### src/rtl/pipeline_control_unit_if.sv
// Handshake bundle between hazard/redirect sources and the pipeline
// control unit: requests in, stage enables, flushes and micro-ops out.
interface pipeline_control_unit_if #(
  parameter int CNT_W = 16
);
  logic             should_stall;
  logic             mem_busy;
  logic             branch_taken_ex;
  logic             jump_rr;
  logic             jump_id;
  logic             lmsm_start;
  logic [7:0]       lmsm_mask;
  logic             pc_we;
  logic             if_id_we;
  logic             id_rr_we;
  logic             rr_ex_we;
  logic             if_id_flush;
  logic             id_rr_flush;
  logic             rr_ex_flush;
  logic             uop_valid;
  logic [2:0]       uop_reg;
  logic [2:0]       uop_seq;
  logic [CNT_W-1:0] stall_cycles;
  logic [CNT_W-1:0] flush_events;

  modport master (
    output should_stall, mem_busy, branch_taken_ex,
    output jump_rr, jump_id, lmsm_start, lmsm_mask,
    input  pc_we, if_id_we, id_rr_we, rr_ex_we,
    input  if_id_flush, id_rr_flush, rr_ex_flush,
    input  uop_valid, uop_reg, uop_seq,
    input  stall_cycles, flush_events
  );

  modport slave (
    input  should_stall, mem_busy, branch_taken_ex,
    input  jump_rr, jump_id, lmsm_start, lmsm_mask,
    output pc_we, if_id_we, id_rr_we, rr_ex_we,
    output if_id_flush, id_rr_flush, rr_ex_flush,
    output uop_valid, uop_reg, uop_seq,
    output stall_cycles, flush_events
  );
endinterface

### src/rtl/pipeline_control_unit.sv
// Stall/flush/sequence controller for the six-stage pipeline with
// LM/SM micro-op sequencer and saturating event counters.
module pipeline_control_unit #(
  parameter int CNT_W = 16
) (
  input logic                  clk,
  input logic                  rst,
  pipeline_control_unit_if.slave bus
);

  typedef enum logic {
    S_RUN  = 1'b0,
    S_LMSM = 1'b1
  } state_t;

  state_t           r_state, w_state_nx;
  logic [7:0]       r_mask, w_mask_nx;
  logic [2:0]       r_seq, w_seq_nx;
  logic [CNT_W-1:0] r_stall_cnt, r_flush_cnt;

  logic       w_pc_we, w_if_id_we, w_id_rr_we, w_rr_ex_we;
  logic       w_if_id_fl, w_id_rr_fl, w_rr_ex_fl;
  logic       w_uop_valid, w_flush_evt;
  logic [2:0] w_uop_reg, w_uop_seq;
  logic [2:0] w_low_idx;
  logic       w_last;

  always_comb begin
    w_low_idx = 3'd0;
    for (int i = 7; i >= 0; i--)
      if (r_mask[i]) w_low_idx = 3'(i);
  end

  assign w_last = (r_mask & (r_mask - 8'd1)) == 8'd0;

  always_comb begin
    w_state_nx  = r_state;
    w_mask_nx   = r_mask;
    w_seq_nx    = r_seq;
    w_pc_we     = 1'b1;
    w_if_id_we  = 1'b1;
    w_id_rr_we  = 1'b1;
    w_rr_ex_we  = 1'b1;
    w_if_id_fl  = 1'b0;
    w_id_rr_fl  = 1'b0;
    w_rr_ex_fl  = 1'b0;
    w_uop_valid = 1'b0;
    w_uop_reg   = 3'd0;
    w_uop_seq   = 3'd0;
    w_flush_evt = 1'b0;
    if (rst) begin
      w_state_nx = S_RUN;
      w_mask_nx  = 8'd0;
      w_seq_nx   = 3'd0;
      w_if_id_fl = 1'b1;
      w_id_rr_fl = 1'b1;
      w_rr_ex_fl = 1'b1;
    end else if (bus.mem_busy) begin
      // Freeze: a pending micro-op stays visible and is re-issued later.
      w_pc_we     = 1'b0;
      w_if_id_we  = 1'b0;
      w_id_rr_we  = 1'b0;
      w_rr_ex_we  = 1'b0;
      w_uop_valid = (r_state == S_LMSM);
      if (r_state == S_LMSM) begin
        w_uop_reg = w_low_idx;
        w_uop_seq = r_seq;
      end
    end else if (bus.branch_taken_ex) begin
      w_if_id_fl  = 1'b1;
      w_id_rr_fl  = 1'b1;
      w_rr_ex_fl  = 1'b1;
      w_flush_evt = 1'b1;
      w_state_nx  = S_RUN;
      w_mask_nx   = 8'd0;
      w_seq_nx    = 3'd0;
    end else if (bus.jump_rr) begin
      w_if_id_fl  = 1'b1;
      w_id_rr_fl  = 1'b1;
      w_flush_evt = 1'b1;
      w_state_nx  = S_RUN;
      w_mask_nx   = 8'd0;
      w_seq_nx    = 3'd0;
    end else if (r_state == S_LMSM) begin
      w_uop_valid = 1'b1;
      w_uop_reg   = w_low_idx;
      w_uop_seq   = r_seq;
      if (w_last) begin
        w_state_nx = S_RUN;
        w_mask_nx  = 8'd0;
        w_seq_nx   = 3'd0;
      end else begin
        w_pc_we    = 1'b0;
        w_if_id_we = 1'b0;
        w_mask_nx  = r_mask & ~(8'd1 << w_low_idx);
        w_seq_nx   = r_seq + 3'd1;
      end
    end else if (bus.should_stall) begin
      w_pc_we    = 1'b0;
      w_if_id_we = 1'b0;
      w_id_rr_fl = 1'b1;
    end else if (bus.jump_id) begin
      w_if_id_fl  = 1'b1;
      w_flush_evt = 1'b1;
    end else if (bus.lmsm_start && bus.lmsm_mask != 8'd0) begin
      // Entry cycle: the LM/SM itself is replaced by a bubble in RR.
      w_state_nx = S_LMSM;
      w_mask_nx  = bus.lmsm_mask;
      w_seq_nx   = 3'd0;
      w_pc_we    = 1'b0;
      w_if_id_we = 1'b0;
      w_id_rr_fl = 1'b1;
    end
  end

  always_ff @(posedge clk) begin
    if (rst) begin
      r_state <= S_RUN;
      r_mask  <= 8'd0;
      r_seq   <= 3'd0;
    end else begin
      r_state <= w_state_nx;
      r_mask  <= w_mask_nx;
      r_seq   <= w_seq_nx;
    end
  end

  always_ff @(posedge clk) begin
    if (rst) begin
      r_stall_cnt <= '0;
      r_flush_cnt <= '0;
    end else begin
      if (!w_pc_we && r_stall_cnt != '1)
        r_stall_cnt <= r_stall_cnt + {{(CNT_W-1){1'b0}}, 1'b1};
      if (w_flush_evt && r_flush_cnt != '1)
        r_flush_cnt <= r_flush_cnt + {{(CNT_W-1){1'b0}}, 1'b1};
    end
  end

  assign bus.pc_we        = w_pc_we;
  assign bus.if_id_we     = w_if_id_we;
  assign bus.id_rr_we     = w_id_rr_we;
  assign bus.rr_ex_we     = w_rr_ex_we;
  assign bus.if_id_flush  = w_if_id_fl;
  assign bus.id_rr_flush  = w_id_rr_fl;
  assign bus.rr_ex_flush  = w_rr_ex_fl;
  assign bus.uop_valid    = w_uop_valid;
  assign bus.uop_reg      = w_uop_reg;
  assign bus.uop_seq      = w_uop_seq;
  assign bus.stall_cycles = r_stall_cnt;
  assign bus.flush_events = r_flush_cnt;

endmodule

### src/flat_wrapper.sv
// flat-port wrapper written by rule: the top's interface ports become plain ports
module pipeline_control_unit_flat 
#(
  parameter int CNT_W = 16
)
  (clk, rst, bus_should_stall, bus_mem_busy, bus_branch_taken_ex, bus_jump_rr, bus_jump_id, bus_lmsm_start, bus_lmsm_mask, bus_pc_we, bus_if_id_we, bus_id_rr_we, bus_rr_ex_we, bus_if_id_flush, bus_id_rr_flush, bus_rr_ex_flush, bus_uop_valid, bus_uop_reg, bus_uop_seq, bus_stall_cycles, bus_flush_events);
  pipeline_control_unit_if #(.CNT_W(CNT_W)) bus_i ();
  input logic clk;
  input logic rst;
  input wire logic [$bits(bus_i.should_stall)-1:0] bus_should_stall;
  input wire logic [$bits(bus_i.mem_busy)-1:0] bus_mem_busy;
  input wire logic [$bits(bus_i.branch_taken_ex)-1:0] bus_branch_taken_ex;
  input wire logic [$bits(bus_i.jump_rr)-1:0] bus_jump_rr;
  input wire logic [$bits(bus_i.jump_id)-1:0] bus_jump_id;
  input wire logic [$bits(bus_i.lmsm_start)-1:0] bus_lmsm_start;
  input wire logic [$bits(bus_i.lmsm_mask)-1:0] bus_lmsm_mask;
  output wire logic [$bits(bus_i.pc_we)-1:0] bus_pc_we;
  output wire logic [$bits(bus_i.if_id_we)-1:0] bus_if_id_we;
  output wire logic [$bits(bus_i.id_rr_we)-1:0] bus_id_rr_we;
  output wire logic [$bits(bus_i.rr_ex_we)-1:0] bus_rr_ex_we;
  output wire logic [$bits(bus_i.if_id_flush)-1:0] bus_if_id_flush;
  output wire logic [$bits(bus_i.id_rr_flush)-1:0] bus_id_rr_flush;
  output wire logic [$bits(bus_i.rr_ex_flush)-1:0] bus_rr_ex_flush;
  output wire logic [$bits(bus_i.uop_valid)-1:0] bus_uop_valid;
  output wire logic [$bits(bus_i.uop_reg)-1:0] bus_uop_reg;
  output wire logic [$bits(bus_i.uop_seq)-1:0] bus_uop_seq;
  output wire logic [$bits(bus_i.stall_cycles)-1:0] bus_stall_cycles;
  output wire logic [$bits(bus_i.flush_events)-1:0] bus_flush_events;
  assign bus_i.should_stall = bus_should_stall;
  assign bus_i.mem_busy = bus_mem_busy;
  assign bus_i.branch_taken_ex = bus_branch_taken_ex;
  assign bus_i.jump_rr = bus_jump_rr;
  assign bus_i.jump_id = bus_jump_id;
  assign bus_i.lmsm_start = bus_lmsm_start;
  assign bus_i.lmsm_mask = bus_lmsm_mask;
  assign bus_pc_we = bus_i.pc_we;
  assign bus_if_id_we = bus_i.if_id_we;
  assign bus_id_rr_we = bus_i.id_rr_we;
  assign bus_rr_ex_we = bus_i.rr_ex_we;
  assign bus_if_id_flush = bus_i.if_id_flush;
  assign bus_id_rr_flush = bus_i.id_rr_flush;
  assign bus_rr_ex_flush = bus_i.rr_ex_flush;
  assign bus_uop_valid = bus_i.uop_valid;
  assign bus_uop_reg = bus_i.uop_reg;
  assign bus_uop_seq = bus_i.uop_seq;
  assign bus_stall_cycles = bus_i.stall_cycles;
  assign bus_flush_events = bus_i.flush_events;
  pipeline_control_unit #(.CNT_W(CNT_W)) u_core (.clk(clk), .rst(rst), .bus(bus_i));
endmodule
### config.mk
export PLATFORM = sky130hd
export DESIGN_NAME = pipeline_control_unit_flat
export DESIGN_NICKNAME = d
export VERILOG_FILES = /design/src/rtl/pipeline_control_unit_if.sv /design/src/rtl/pipeline_control_unit.sv /design/src/flat_wrapper.sv
export SDC_FILE = /design/constraint.sdc
export NUM_CORES = 1
export LEC_CHECK = 0
export ABC_AREA = 1
export CORE_MARGIN = 1.5
export CORE_UTILIZATION = 54
export CTS_CLUSTER_DIAMETER = 40
export DETAILED_ROUTE_END_ITERATION = 10
export PLACE_DENSITY = 0.85
export RECOVER_POWER = 25
export SYNTH_ARGS = -nofsm -noshare
export SYNTH_HDL_FRONTEND = slang
export SYNTH_SLANG_ARGS = --single-unit
export TNS_END_PERCENT = 1
### constraint.sdc
create_clock -name clk -period 3.25 [get_ports clk]
set_input_delay 0.4875 -clock clk [delete_from_list [all_inputs] [get_ports clk]]
set_output_delay 0.4875 -clock clk [all_outputs]
set_load 0.05 [all_outputs]
==> impl_metrics.csv <==
group,metric,value,unit
run_status,status,"finished clean",
critical_path,worstRegToRegCells,7,
critical_path,critPathCaptureType,"primary output",
synth,synth_cells,420,
critical_path,path_class,"input pin to primary output",
layout,fin_cells,546,
floorplanning,die_h,73.58,um
synth,ys_top_cells_by_area,"dfxtp_1 (33%), nand2_1 (16%), nand3_1 (7.8%), a21oi_1 (7.3%), inv_1 (6.7%)",
global_route,grt_max_degree,24,
global_route,grt_pass1_vias,2546,
drt,wirelength,6864,um
synth,synth.cell_area,2690,um2
min_path,hold_path.class,"flop to flop",
layout,fillers,400,
critical_path,slowest_stage,"clkdlybuf4s50_1",
sta,fin_tns_setup,0,ns
pwr,vdd_ir_drop_max,188.2,uV
drt,wl_per_cell,12.57,um
layout,fin_area,3568,um2
sta,fmax,340.1,MHz
sta,maxSlewViolCount,0,
sta,rsz0062_at_grt,"no",
synth,synth_top_area_share,32.74,%
floorplanning,die_w,73.58,um
pwr,p_leak,1.380,nW
floorplanning,rows,25,
drt,firstDrtPassIters,5,
synth,synthTopCellsByCount,"nand2_1 (112), inv_1 (48), nor2_1 (46)",
synth,synth_fa_ha_area_share,1.395,%
global_route,grt_use_met3,5.213,%
synth,ys.warnings.count,0,
critical_path,worstPathArrival,2.45,ns
place,place_congestion,0.8787,
layout,fin_util,75.05,%
critical_path,startpoint_type,"input pin",
drt,drc_errors,0,
layout,nets,497,
clocking,cts-hold-fix-buffers,0,
clocking,postCtsSetupBuffers,0,
drt,dr_total_vias,2901,
floorplanning,initial_core_util,56.58,%
synth,synth_top_family_by_area,"simple AND/OR/NAND/NOR gates",
synth,synth_top_flop_cell,"dfxtp_1",
pwr,power_density,304.7,nW/um2
sta,finClkSkew,0.009346,ns
sta,finalHoldViolCount,0,
global_route,grt_overflow,0,
floorplanning,io-pin-count,62,
global_route,antenna_found_initial,0,
synth,ys_types,31,
place,dp_hpwl,5085,um
synth,async_reset_ff_share,0,%
synth,synth_edf_count,0,
synth,ys_ff_latch,44,
synth,synthSimpleGateAreaFrac,37.58,%
global_route,use_met1,34.54,%
layout,drive_above_1_share,6.889,%
clocking,cts.sinks,44,
flow_run,maxCapViolCount,0,
layout,area_growth_syn_to_layout,32.65,%
synth,synth_compound_area_share,11.53,%
drt,via_per_inst,5.313,
clocking,clkTransAtPathRegs,0.09,ns
layout,n_antenna_cell,0,
clocking,cts_tree,"done",
sta,slew_headroom,53.19,%
clocking,clk-insertion-delay-late,0.30,ns
critical_path,path_cells,"clkdlybuf4s50_1 > nor2_1 > nor2_1 > nor2_1 > inv_1 > nor2_1 > inv_1 > nor3_1 > buf_12",
sta,timing.final.crit_share,90.48,%
min_path,hold_path_depth,2,
clocking,cts_buffers,5,
synth,syn_area_per_cell,6.405,um2
critical_path,cp_slowest_stage_delay,0.42,ns
clocking,root_buffer,"clkbuf_8",
place,place.port_buffers,61,
sta,period_minus_slack,2.941,ns
synth,synth_area_leader_cell,"dfxtp_1",
global_route,top_usage_layer,"met2",
floorplanning,dieArea,5414,um2
critical_path,cp_common_cell,"nor2_1",
clocking,postCtsResizedCells,0,
global_route,grt_first_pass_wirelength,11390,um
synth,synth_fp_nets,439,
drt,drt_iter0_drc,242,
place,dpl.cell_count,538,
drt,final_antenna_net_count,0,
floorplanning,core,4755,um2
global_route,use_met2,43.94,%
critical_path,crit_required,2.76,ns
clocking,htreeDepth,2,
sta,finalSetupViolations,0,
sta,tightest_slew,0.6948,ns
synth,synth-seq-area-share,32.74,%
place,dpl_cell_area,3482,um2
critical_path,cp_max_fo,6,
global_route,grt_util_all_layers,26.45,%
synth,synth_mux_area_share,0,%
synth,synthMostInstantiatedCell,"nand2_1",
synth,yosys.area_share.xor_xnor,7.163,%
clocking,clockBufferDepth,2,
worst paths after layout:
path	end	start	slack, ns
setup / recovery	bus_uop_reg[0]	bus_branch_taken_ex	0.31
hold / removal	u_core.bus.stall_cycles[7]	u_core.bus.stall_cycles[7]	0.50
setup reg to reg	u_core.r_seq[1]	u_core.r_state	0.96
hold reg to reg	u_core.bus.stall_cycles[7]	u_core.bus.stall_cycles[7]	0.50
sequential cells by signal, summed over array words and instances, names as in the netlist:
name and count:
u_core.bus.flush_events 16, u_core.r_seq 3, u_core.r_state 1, u_core.r_mask 8, u_core.bus.stall_cycles 16
per-layer routing:
layer,up-vias,share of wire [%]
met5,-,0
met4,0,1.3
met3,10,5.9
met2,104,48
met1,1324,44
li1,1463,-
critical path: cells and delay by family:
kind                   cells  cell delay (ns)
buffers and inverters      4             0.86
AND/OR/NAND/NOR            5             1.10
through the flow:
stage	setup WS (ns)	hold WS (ns)	power, mW
CTS	0.2643	0.5074	1.095
detailed placement	0.3297	0.4937	0.7389
global route	0.05567	0.5343	1.134
global placement	0.4242	0.4799	0.7353
finish	0.3094	0.5043	1.087
floorplan	-0.2549	0.4789	0.6683
where the power goes:
part | switching [mW] | total [mW] | internal, mW
logic | 0.106 | 0.170 | 0.0645
clock network | 0.189 | 0.362 | 0.173
registers | 0.00904 | 0.555 | 0.546
cells by family (layout without fill, tap and decap cells):
group                      after synthesis  after routing
and+or+nand+nor                        229            229
buffers and inverters                   63            122
AOI/OAI and AO/OA                       59             59
DFF                                     44             44
xor gates and xnor gates                22             22
adders and majority gates                3              3
cell type report:
type	count	area (um2)	area share, %
multi-input combinational	313	1553	43.51
sequential	44	880.8	24.68
timing repair buffer	64	769.5	21.56
inverter	50	187.7	5.259
clock buffer	7	86.33	2.419
tap	67	83.83	2.349
clock inverter	1	7.507	0.2104
layout by cell type (no fill, tap or decap):
cell type	instances
a211oi_2	1
nand4_2	1
buf_4	2
xor2_1	14
nor2_2	2
nor4_1	2
clkbuf_1	2
dfxtp_1	44
nand3_4	1
a21oi_1	39
dlygate4sd3_1	11
nand4_1	4
clkdlybuf4s50_1	36
inv_1	48
xnor2_1	8
nor3_4	1
nor3_1	13
inv_2	1
nand2_4	2
o211ai_1	2
nand2_1	112
o21ai_0	15
clkinv_1	1
o21ai_1	1
nand3_1	42
nor2_4	1
or2_1	2
a41oi_1	1
nor2_1	46
buf_12	14
clkbuf_8	6
ha_1	3
clkinvlp_4	1
Power figures use the tool's default switching activity.
